$ cat config.mk
export PLATFORM = sky130hd
export DESIGN_NAME = alu_uart_ctrl
export DESIGN_NICKNAME = d
export VERILOG_FILES = /design/src/rtl/alu_ctrl_pkg.sv /design/src/rtl/alu_uart_ctrl.sv
export SDC_FILE = /design/constraint.sdc
export NUM_CORES = 1
export LEC_CHECK = 0
export ABC_CLOCK_PERIOD_IN_PS = 1600
export CAP_MARGIN = 10
export CORE_MARGIN = 10
export CORE_UTILIZATION = 42
export CTS_BUF_LIST = sky130_fd_sc_hd__clkbuf_8
export DETAILED_ROUTE_END_ITERATION = 10
export PLACE_DENSITY = 0.78
export REMOVE_ABC_BUFFERS = 1
export SYNTH_ARGS = -nofsm -noshare
export SYNTH_HDL_FRONTEND = slang
export SYNTH_SLANG_ARGS = --single-unit
$ cat constraint.sdc
create_clock -name i_clk -period 1.6 [get_ports i_clk]
set_clock_uncertainty 0.2 [all_clocks]
set_input_delay 0.24 -clock i_clk [delete_from_list [all_inputs] [get_ports i_clk]]
set_output_delay 0.24 -clock i_clk [all_outputs]
set_load 0.005 [all_outputs]
$ cat src/rtl/alu_ctrl_pkg.sv
// Shared types and constants for the UART-driven ALU sequencer.
package alu_ctrl_pkg;

    localparam int unsigned NbDataDefault = 8;
    localparam int unsigned NbOpsDefault  = 6;

    // Sequencer states, in the order a normal transaction visits them.
    typedef enum logic [2:0] {
        StWaitA,
        StWaitB,
        StWaitOp,
        StExec,
        StSendLo,
        StWaitLo,
        StSendHi,
        StWaitHi
    } state_e;

    // ALU opcodes (MIPS-style function codes).
    localparam logic [5:0] OpAdd = 6'b100000;
    localparam logic [5:0] OpSub = 6'b100010;
    localparam logic [5:0] OpAnd = 6'b100100;
    localparam logic [5:0] OpOr  = 6'b100101;
    localparam logic [5:0] OpXor = 6'b100110;
    localparam logic [5:0] OpSra = 6'b000011;
    localparam logic [5:0] OpSrl = 6'b000010;
    localparam logic [5:0] OpNor = 6'b100111;

endpackage

$ cat src/rtl/alu_uart_ctrl.sv
// Byte-serial sequencer: collects A, B and opcode from the UART receiver,
// holds them on the ALU inputs, and returns the 9-bit result as two bytes.
module alu_uart_ctrl
    import alu_ctrl_pkg::*;
#(
    parameter int unsigned NB_DATA = NbDataDefault,
    parameter int unsigned NB_OPS  = NbOpsDefault
) (
    input  logic               i_clk,
    input  logic               i_rst_n,
    input  logic [NB_DATA-1:0] i_rx_data,
    input  logic               i_rx_done,
    input  logic               i_tx_done,
    input  logic [NB_DATA:0]   i_alu_res,
    output logic [NB_DATA-1:0] o_data_a,
    output logic [NB_DATA-1:0] o_data_b,
    output logic [NB_OPS-1:0]  o_ops,
    output logic [NB_DATA-1:0] o_tx_data,
    output logic               o_tx_start,
    output logic               o_busy,
    output logic               o_op_err,
    output logic               o_overrun
);

    state_e             state_q;
    logic [NB_DATA-1:0] data_a_q;
    logic [NB_DATA-1:0] data_b_q;
    logic [NB_OPS-1:0]  ops_q;
    logic [NB_DATA:0]   res_q;
    logic [NB_DATA-1:0] tx_data_q;
    logic               tx_start_q;
    logic               busy_q;
    logic               op_err_q;
    logic               overrun_q;
    logic               rx_blocked;

    // RX bytes are only accepted while collecting operands/opcode.
    assign rx_blocked = (state_q != StWaitA) && (state_q != StWaitB) && (state_q != StWaitOp);

    // Sequencer FSM with all outputs registered.
    always_ff @(posedge i_clk or negedge i_rst_n) begin
        if (!i_rst_n) begin
            state_q    <= StWaitA;
            data_a_q   <= '0;
            data_b_q   <= '0;
            ops_q      <= '0;
            res_q      <= '0;
            tx_data_q  <= '0;
            tx_start_q <= 1'b0;
            busy_q     <= 1'b0;
            op_err_q   <= 1'b0;
            overrun_q  <= 1'b0;
        end else begin
            tx_start_q <= 1'b0;
            op_err_q   <= 1'b0;
            if (i_rx_done && rx_blocked) begin
                overrun_q <= 1'b1;
            end
            case (state_q)
                StWaitA: begin
                    if (i_rx_done) begin
                        data_a_q <= i_rx_data;
                        state_q  <= StWaitB;
                    end
                end
                StWaitB: begin
                    if (i_rx_done) begin
                        data_b_q <= i_rx_data;
                        state_q  <= StWaitOp;
                    end
                end
                StWaitOp: begin
                    if (i_rx_done) begin
                        if (i_rx_data[NB_DATA-1:NB_OPS] != '0) begin
                            op_err_q <= 1'b1;
                            state_q  <= StWaitA;
                        end else begin
                            ops_q   <= i_rx_data[NB_OPS-1:0];
                            busy_q  <= 1'b1;
                            state_q <= StExec;
                        end
                    end
                end
                StExec: begin
                    // ALU inputs have been stable for a full cycle; the low byte
                    // is loaded now so it is on o_tx_data together with the start.
                    res_q      <= i_alu_res;
                    tx_data_q  <= i_alu_res[NB_DATA-1:0];
                    tx_start_q <= 1'b1;
                    state_q    <= StSendLo;
                end
                StSendLo: state_q <= StWaitLo;
                StWaitLo: begin
                    if (i_tx_done) begin
                        tx_data_q  <= {{(NB_DATA-1){1'b0}}, res_q[NB_DATA]};
                        tx_start_q <= 1'b1;
                        state_q    <= StSendHi;
                    end
                end
                StSendHi: state_q <= StWaitHi;
                StWaitHi: begin
                    if (i_tx_done) begin
                        busy_q  <= 1'b0;
                        state_q <= StWaitA;
                    end
                end
                default: state_q <= StWaitA;
            endcase
        end
    end

    assign o_data_a   = data_a_q;
    assign o_data_b   = data_b_q;
    assign o_ops      = ops_q;
    assign o_tx_data  = tx_data_q;
    assign o_tx_start = tx_start_q;
    assign o_busy     = busy_q;
    assign o_op_err   = op_err_q;
    assign o_overrun  = overrun_q;

endmodule

==> impl_metrics.tcl, run 1 <==
set metrics [dict create \
    run_status "complete, no violations" \
    effective_utilization_at_floorplan 0.437 \
    post_synth_instance_area_um2 1610 \
    dr_wl_met2_um 2150 \
    startpoint_type "flip-flop" \
    cts_tree "built" \
    antenna_violations_before_repair 0 \
    die_x_um 81.9 \
    cp-end-kind "flip-flop" \
    postRouteAntennaNets 0 \
    hold-worst-slack_ns 0.246 \
    num_rows 22 \
    synth-warning-count 0 \
    die_y_um 81.9 \
    hold_viol_final 0 \
    drt_iter0_drc 48 \
    via_count_normalized_by_instance_count 5.14 \
    final_critical_path_time_including_i_o_delays_and_setup_ns 1.57 \
    port-buffer-count 54 \
    post-route-period-util 0.979 \
    htree_levels 2 \
    clk_latency_ns 0.29 \
    route.layer.met1.wl_um 1730 \
    placeableCoreArea_um2 3690 \
    drt_pass1_iterations 4 \
    globalRouteTotalUtil 0.132 \
    maximum_number_of_pins_on_one_net_before_global_route_repair 22 \
    cts_inserted_buffers 5 \
    worst_ep_required_time_ns 1.58 \
    nets 225 \
    pin_count 55 \
    routed_wire_length_per_instance_um 17.3 \
    grt_pass1_wl_um 6890 \
    fillCellCount 288 \
    relSlewSlack 0.685 \
    worst-slew-pin-transition_ns 0.473 \
    top_layer_used "met4" \
    drt-total-wl_um 4380 \
    drv.max_cap_violation_count 0 \
    ys_seq_area_frac 0.591 \
    p_leak_nw 1.27 \
    instance_count_of_the_mapped_netlist 123 \
    global_route.overflow_total 0 \
    rsz0062_at_grt "true" \
    post_synthesis_mean_instance_area_um2 13.1 \
    setup-violations-final 0 \
    maximum_root_to_sink_buffer_count 2 \
    met3_wire_len_um 462 \
    remaining_drc_errors 0 \
    timing.critical_path.fanout_max 5 \
    timing_max_transition_violations_final 0 \
    clock-root-buffer "sky130_fd_sc_hd__clkbuf_8" \
    dr_total_vias 1301 \
    power-per-cell-area_nw_per_um2 1790 \
    fmaxAchievable_ghz 0.639 \
    drive_above_1_share 0.337 \
    insertedDiodeCount 0 \
    die_area_um2 6710 \
    criticalPathCategory "flip-flop to flip-flop" \
    detailed_place_hpwl_um 3200 \
    min-delay-path-class "input port to asynchronous set/reset pin" \
    global_placement_routability_congestion 0.763 \
    vias_in_the_first_global_route 1428 \
    synth.ff_latch_count 38 \
    cp.arrival_ns 1.55 \
    clk_transition_reported_paths_ns 0.07 \
    worst_ir_drop_vdd_mv 0.980 \
    area_growth_pct 56.9 \
    numClockSinks 38 \
    synth_cell_types 29 \
    timing.setup.tns_ns 0 \
]
==> kinds of logic (layout without fill, tap and decap cells) <==
| family | Yosys count | count (layout) | share of synthesized area |
|---|---|---|---|
| compound gates | 23 | 23 | 0.0909 |
| buf+inv | 9 | 91 | 0.0287 |
| mux | 25 | 25 | 0.177 |
| flops | 38 | 38 | 0.591 |
| simple gates | 28 | 28 | 0.113 |
==> routing by layer <==
layer	global-route usage	vias to the layer above
met1	0.141	651
met4	0.0306	0
li1	-	599
met5	0	-
met2	0.229	47
met3	0.0666	4
==> layout by cell type (no fill, tap or decap), types with 3 or more instances in the layout <==
| master | instances |
|---|---|
| sky130_fd_sc_hd__dfrtp_1 | 36 |
| sky130_fd_sc_hd__dlygate4sd2_1 | 28 |
| sky130_fd_sc_hd__clkdlybuf4s50_1 | 20 |
| sky130_fd_sc_hd__buf_4 | 18 |
| sky130_fd_sc_hd__mux2_2 | 14 |
| sky130_fd_sc_hd__mux2_4 | 11 |
| sky130_fd_sc_hd__nand2_1 | 9 |
| sky130_fd_sc_hd__a21oi_1 | 8 |
| sky130_fd_sc_hd__o22ai_1 | 7 |
| sky130_fd_sc_hd__clkbuf_8 | 6 |
| sky130_fd_sc_hd__dlymetal6s2s_1 | 5 |
| sky130_fd_sc_hd__buf_6 | 5 |
| sky130_fd_sc_hd__nand3b_1 | 4 |
| sky130_fd_sc_hd__nand2b_1 | 3 |
| sky130_fd_sc_hd__inv_1 | 3 |
==> area by class of cell <==
type	count	area (um2)	share of cell area
inverter	4	17.5	0.00693
clock inverter	2	8.76	0.00347
multi-input combinational	76	669	0.265
sequential	38	953	0.377
timing repair buffer	79	734	0.291
tap	48	60.1	0.0238
clock buffer	6	82.6	0.0327
==> Yosys cell counts, drive strengths merged <==
library cell / number / share of area
a21oi: 9 / 0.030
a221o: 1 / 0.0062
a32oi: 1 / 0.0054
and2: 1 / 0.0039
buf: 4 / 0.017
clkbuf: 1 / 0.0023
dfrtp: 38 / 0.59
inv: 4 / 0.0093
mux2: 25 / 0.18
nand2: 10 / 0.023
nand2b: 5 / 0.023
nand3: 2 / 0.0062
nand3b: 4 / 0.019
nand4b: 1 / 0.015
nor2: 2 / 0.0062
nor3: 2 / 0.013
nor4: 1 / 0.0039
o21a: 1 / 0.0047
o21ai: 2 / 0.0062
o22ai: 7 / 0.027
o311ai: 2 / 0.011
==> where the power goes <==
part | internal (mW) | switching [mW] | leakage [nW] | total [mW]
sequential | 1.41 | 0.289 | 0.473 | 1.70
combinational | 1.29 | 0.852 | 0.743 | 2.15
clock | 0.341 | 0.325 | 0.0524 | 0.666
total | 3.05 | 1.47 | 1.27 | 4.52
==> what timing repair did <==
| item | in CTS | in global routing |
|---|---|---|
| resized for setup | 30 | 27 |
| pin swaps | 0 | 1 |
| hold buffers | 1 | 0 |
| setup buffers | 7 | 0 |
| endpoints found under the hold margin | 19 | 0 |
| setup endpoints to repair | 43 | 36 |
==> critical path, stage by stage (launching register included) <==
cell	delay [ns]
sky130_fd_sc_hd__dfrtp_2	0.44
sky130_fd_sc_hd__buf_4	0.16
sky130_fd_sc_hd__nand3b_1	0.10
sky130_fd_sc_hd__mux2_4	0.30
sky130_fd_sc_hd__mux2_4	0.25
==> flip-flops by register name, summed over array words and instances, names as in the netlist <==
signal	count
state_q	3
o_data_b	8
o_busy	1
o_tx_start	1
res_q	1
o_data_a	8
o_tx_data	8
o_ops	6
o_overrun	1
o_op_err	1
==> per-stage QoR <==
step	total power, mW	area [um2]	std cells	util	worst slack (ns)
2_1_floorplan	2.53	1580	118	-	-0.162
3_3_place_gp	3.72	2310	237	0.628	-0.239
3_5_place_dp	3.82	2310	237	0.628	-0.280
4_1_cts	4.40	2440	253	0.662	0.00301
5_1_grt	4.85	2530	253	0.685	-0.0192
6_report	4.52	2530	253	0.685	0.0339
==> final timing paths <==
kind                            start            to  slack (ns)  cells after the start
max                        state_q[2]  o_tx_data[0]        0.03                      4
min in group i_clk          i_rx_done     o_overrun        0.26                      3
max reg2reg                state_q[2]  o_tx_data[0]        0.03                      4
max in group asynchronous     i_rst_n   o_data_a[6]        0.44                      3
min reg2reg                 o_overrun     o_overrun        0.30                      1
min                           i_rst_n  o_tx_data[4]        0.25                      2
Note: power is estimated with default switching activity, not from simulation.
==> run 2, diff against run 1 <==
Settings changed: MAX_ROUTING_LAYER from default to met4, PLACE_DENSITY 0.78 to 0.81.
==> impl_metrics.tcl, run 2 (same netlist as run 1, synthesis figures left out) <==
set metrics [dict create \
    cp.arrival_ns 1.57 \
    clock-root-buffer "sky130_fd_sc_hd__clkbuf_8" \
    fmaxAchievable_ghz 0.629 \
    power_mw 4.65 \
    p_leak_nw 1.26 \
    drt_pass1_iterations 4 \
    worst_r2r_startpoint "state_q[2]" \
    fillCellCount 303 \
    pin_count 55 \
    fin_area_um2 2530 \
    drv.max_cap_violation_count 0 \
    dpl-instance-area_um2 2310 \
    timing.critical_path.fanout_max 7 \
    r2r_slack_ns 0.01 \
    htree_levels 2 \
    rr_worst_depth 4 \
    critical_path.reg2reg.endpoint "o_tx_data[0]" \
    drt_iter0_drc 52 \
    die_y_um 81.9 \
    routed_wire_length_per_instance_um 17.9 \
    port-buffer-count 54 \
    criticalPathCategory "flip-flop to flip-flop" \
    antenna_violations_before_repair 0 \
    layout_common_cells "sky130_fd_sc_hd__dfrtp_1, sky130_fd_sc_hd__dlygate4sd2_1, sky130_fd_sc_hd__mux2_2, sky130_fd_sc_hd__clkdlybuf4s50_1, sky130_fd_sc_hd__buf_4" \
    cts_tree "built" \
    min-delay-path-class "input port to asynchronous set/reset pin" \
    clk_transition_reported_paths_ns 0.07 \
    maximum_number_of_pins_on_one_net_before_global_route_repair 16 \
    hold_viol_final 0 \
    multi_input_combinational_cell_area_um2 656 \
    power-per-cell-area_nw_per_um2 1840 \
    drive_above_1_share 0.355 \
    remaining_drc_errors 0 \
    nets 224 \
    final_critical_path_setup_slack_ns 0.00979 \
    numClockSinks 38 \
    worst_ep_required_time_ns 1.58 \
    startpoint_type "flip-flop" \
    final_critical_path_time_including_i_o_delays_and_setup_ns 1.59 \
    run_status "complete, no violations" \
    globalRouteTotalUtil 0.142 \
    effective_utilization_at_floorplan 0.437 \
    drt-total-wl_um 4490 \
    detailed_place_hpwl_um 3390 \
    die_area_um2 6710 \
    num_rows 22 \
    insertedDiodeCount 0 \
    placeableCoreArea_um2 3690 \
    clk_latency_ns 0.29 \
    dr_total_vias 1296 \
    timing_max_transition_violations_final 0 \
    stdcell_count 251 \
    area_growth_pct 57.2 \
    cp-end-kind "flip-flop" \
    die_x_um 81.9 \
    setup-violations-final 0 \
    rsz0062_at_grt "true" \
    relSlewSlack 0.774 \
    pre_cts_ws_ns -0.316 \
    worst_ir_drop_vdd_mv 0.838 \
    hold-worst-slack_ns 0.164 \
    cts_inserted_buffers 5 \
    postRouteAntennaNets 0 \
    worst-slew-pin-transition_ns 0.334 \
    placed_cells_incl_taps 235 \
    final-seq-area_um2 955 \
    maximum_root_to_sink_buffer_count 2 \
    vias_in_the_first_global_route 1475 \
    grt_pass1_wl_um 7050 \
    global_placement_routability_congestion 0.762 \
    post-route-period-util 0.994 \
    layout_commonest_cell "sky130_fd_sc_hd__dfrtp_1" \
    global_route.overflow_total 0 \
    via_count_normalized_by_instance_count 5.16 \
]
[run 2: routing by layer]
layer / wire, um / global-route usage / part of all wire
met3: 464 / 0.0710 / 0.10
met2: 2240 / 0.242 / 0.50
met4: 74 / 0.0510 / 0.016
met1: 1710 / 0.137 / 0.38
met5: 0 / - / 0
[run 2: worst max path at each step]
| stage | from | to | slack [ns] | cells after the start |
|---|---|---|---|---|
| after CTS | o_tx_data[6] | o_tx_data[6] | 0.00008 | 1 |
| after global routing | state_q[2] | o_data_a[1] | -0.03 | 4 |
| after detailed placement | i_rx_done | o_ops[4] | -0.32 | 5 |
| after floorplan | state_q[2] | o_data_b[0] | -0.16 | 3 |
| after global placement | i_rx_done | o_ops[3] | -0.27 | 5 |
| final | state_q[2] | o_tx_data[0] | 0.01 | 4 |
[run 2: worst max-delay path, cell delays in order (launching register included)]
cell,delay [ns]
sky130_fd_sc_hd__dfrtp_2,0.45
sky130_fd_sc_hd__buf_6,0.15
sky130_fd_sc_hd__nand3b_1,0.12
sky130_fd_sc_hd__mux2_4,0.31
sky130_fd_sc_hd__mux2_4,0.25
[run 2: stage by stage]
step	util	setup TNS, ns
floorplan	-	-1.65
global placement	0.627	-5.46
detailed placement	0.627	-6.30
CTS	0.668	0
global route	0.686	-0.227
finish	0.686	0
[run 2: area by class of cell]
class	count	area share
inverter	4	0.00692
clock buffer	6	0.0326
timing repair buffer	78	0.289
multi-input combinational	76	0.259
sequential	38	0.377
clock inverter	1	0.0119
tap	48	0.0237
[run 2: what timing repair did]
| item | CTS | global route |
|---|---|---|
| setup buffers | 6 | 2 |
| hold buffers | 1 | 0 |
| endpoints found under the setup margin | 59 | 36 |
| pin swaps | 1 | 0 |
| hold endpoints to repair | 38 | 0 |
| gates resized for setup | 36 | 18 |
[run 2: where the power goes]
group          switching, mW  leakage, nW  total, mW  internal, mW
Clock                  0.324       0.0573      0.823         0.498
Sequential             0.292        0.472       1.71          1.42
Combinational          0.867        0.731       2.12          1.26
==> run 3, diff against run 2 <==
--- a/config.mk
+++ b/config.mk
@@ -9,4 +9,6 @@
 export CAP_MARGIN = 10
+export CELL_PAD_IN_SITES_DETAIL_PLACEMENT = 0
+export CELL_PAD_IN_SITES_GLOBAL_PLACEMENT = 1
 export CORE_MARGIN = 10
-export CORE_UTILIZATION = 42
+export CORE_UTILIZATION = 33
 export CTS_BUF_LIST = sky130_fd_sc_hd__clkbuf_8
@@ -16,2 +18,3 @@
 export REMOVE_ABC_BUFFERS = 1
+export SETUP_SLACK_MARGIN = 0.5
 export SYNTH_ARGS = -nofsm -noshare
==> constraint.sdc (replaced) <==
create_clock -name i_clk -period 1.6 [get_ports i_clk]
set_clock_uncertainty 0.2 [all_clocks]
set_input_delay 0.16 -clock i_clk [delete_from_list [all_inputs] [get_ports i_clk]]
set_output_delay 0.16 -clock i_clk [all_outputs]
set_load 0.005 [all_outputs]
==> impl_metrics.tcl, run 3 (same netlist as run 1, synthesis figures left out) <==
set metrics [dict create \
    run_status "complete, no violations" \
    htree_levels 2 \
    die_y_um 89.9 \
    min_delay_worst_endpoint "o_op_err" \
    clk_transition_reported_paths_ns 0.08 \
    pin_count 55 \
    insertedDiodeCount 0 \
    p_leak_nw 1.27 \
    globalRouteTotalUtil 0.116 \
    dr_total_vias 1336 \
    fillCellCount 412 \
    die_x_um 89.9 \
    numClockSinks 38 \
    min-delay-path-class "input port to flip-flop" \
    detailed_place_hpwl_um 3270 \
    cp.arrival_ns 1.55 \
    area_growth_pct 65.3 \
    cts_tree "built" \
    criticalPathCategory "flip-flop to flip-flop" \
    worst_ir_drop_vdd_mv 0.925 \
    rr_worst_depth 4 \
    drive_above_1_share 0.597 \
    gr-max-usage-layer "met2" \
    antenna_violations_before_repair 0 \
    layout_common_cells "sky130_fd_sc_hd__dfrtp_1, sky130_fd_sc_hd__buf_2, sky130_fd_sc_hd__buf_4, sky130_fd_sc_hd__clkdlybuf4s50_1, sky130_fd_sc_hd__mux2_4" \
    power-per-cell-area_nw_per_um2 1930 \
    power_mw 5.13 \
    worst_hold_path.num_cells 4 \
    hold-worst-slack_ns 0.224 \
    startpoint_type "flip-flop" \
    num_rows 25 \
    drt_pass1_iterations 4 \
    worst_ep_required_time_ns 1.58 \
    cp-end-kind "flip-flop" \
    routed_wire_length_per_instance_um 16.8 \
    critical_path.reg2reg.endpoint "o_data_b[4]" \
    layout_commonest_cell "sky130_fd_sc_hd__dfrtp_1" \
    drt-total-wl_um 4770 \
    placeableCoreArea_um2 4720 \
    grt_use_met3 0.0490 \
    drt_iter0_drc 56 \
    final_critical_path_time_including_i_o_delays_and_setup_ns 1.58 \
    grt_pass1_wl_um 7550 \
    maximum_number_of_pins_on_one_net_before_global_route_repair 39 \
    drv.max_cap_violation_count 0 \
    global_route.overflow_total 0 \
    r2r_slack_ns 0.02 \
    vias_in_the_first_global_route 1528 \
    hold_viol_final 0 \
    setup-violations-final 0 \
    clock-root-buffer "sky130_fd_sc_hd__clkbuf_8" \
    fmaxAchievable_ghz 0.634 \
    remaining_drc_errors 0 \
    via_count_normalized_by_instance_count 4.72 \
    post-route-period-util 0.986 \
    timing.hold.worst.start "i_rx_done" \
    die_area_um2 8070 \
    worst_r2r_startpoint "state_q[2]" \
    maximum_root_to_sink_buffer_count 2 \
    postRouteAntennaNets 0 \
    cts_inserted_buffers 5 \
    port-buffer-count 54 \
    nets 236 \
    groute.layer.met2.usage 0.189 \
    effective_utilization_at_floorplan 0.341 \
    met1_track_demand_over_resource 0.128 \
    timing.critical_path.fanout_max 8 \
    global_placement_routability_congestion 0.785 \
    relSlewSlack 0.685 \
    clk_latency_ns 0.29 \
    worst-slew-pin-transition_ns 0.473 \
    final_core_util 0.564 \
    timing_max_transition_violations_final 0 \
    rsz0062_at_grt "true" \
]
-- run 3: changes by cell type in the layout (fill, tap and decap cells not counted), moves of 5 or more --
cell | previous run | this run
sky130_fd_sc_hd__buf_2 | 1 | 35
sky130_fd_sc_hd__dlygate4sd2_1 | 29 | 1
sky130_fd_sc_hd__o22ai_1 | 6 | 0
sky130_fd_sc_hd__mux2_4 | 4 | 16
sky130_fd_sc_hd__mux2_2 | 21 | 9
sky130_fd_sc_hd__dlymetal6s2s_1 | 5 | 0
sky130_fd_sc_hd__a21oi_1 | 8 | 3
sky130_fd_sc_hd__a21oi_2 | 1 | 6
sky130_fd_sc_hd__o22ai_4 | 0 | 5
sky130_fd_sc_hd__buf_4 | 18 | 27
-- run 3: timing repair --
action                     4_1_cts  5_1_grt
resized for setup              165       26
buffers inserted                13        6
gates cloned                     1        0
hold buffers                     1        0
pin swaps                        5        4
hold endpoints to repair        38        0
setup endpoints to repair       72       72
-- run 3: per-layer routing --
layer	wire, um	share of wire
met1	2130	0.45
met2	2290	0.48
met3	323	0.068
met4	25	0.0052
met5	0	0
-- run 3: power by group --
part | switching [mW] | internal (mW)
combinational | 1.09 | 1.54
sequential | 0.272 | 1.41
clock | 0.349 | 0.463
-- run 3: critical path, cell delays in order, from the launching register on --
cell and delay, ns:
sky130_fd_sc_hd__dfrtp_1 0.42, sky130_fd_sc_hd__nand2b_2 0.24, sky130_fd_sc_hd__nor2_4 0.14, sky130_fd_sc_hd__buf_12 0.13, sky130_fd_sc_hd__mux2_2 0.33
-- run 3: how the worst max path moves through the flow --
stage / from / end / slack [ns] / depth (start not counted)
floorplan: state_q[2] / o_data_b[0] / -0.16 / 3
global placement: i_rx_done / o_ops[4] / -0.15 / 5
detailed placement: i_rx_data[7] / o_ops[2] / -0.17 / 4
CTS: state_q[1] / o_data_a[0] / 0.005 / 4
global route: state_q[2] / o_data_b[0] / -0.03 / 4
finish: state_q[2] / o_data_b[4] / 0.02 / 4
-- run 3: stage by stage --
step	setup slack, ns	setup TNS, ns	instances	cell area [um2]
CTS	0.00512	0	277	2490
floorplan	-0.162	-1.65	118	1580
global route	-0.0338	-0.269	283	2660
detailed placement	-0.173	-3.07	254	2340
finish	0.0226	0	283	2660
global placement	-0.153	-2.83	254	2340
-- run 3: final cells by class --
cell class	instances	area, um2	area share
clock inverters	3	45.0	0.0169
repair buffers	89	673	0.253
well taps	67	83.8	0.0315
clock buffers	5	68.8	0.0258
multi-input cells	77	825	0.310
flip-flops and latches	38	952	0.358
inverters	4	15.0	0.00564
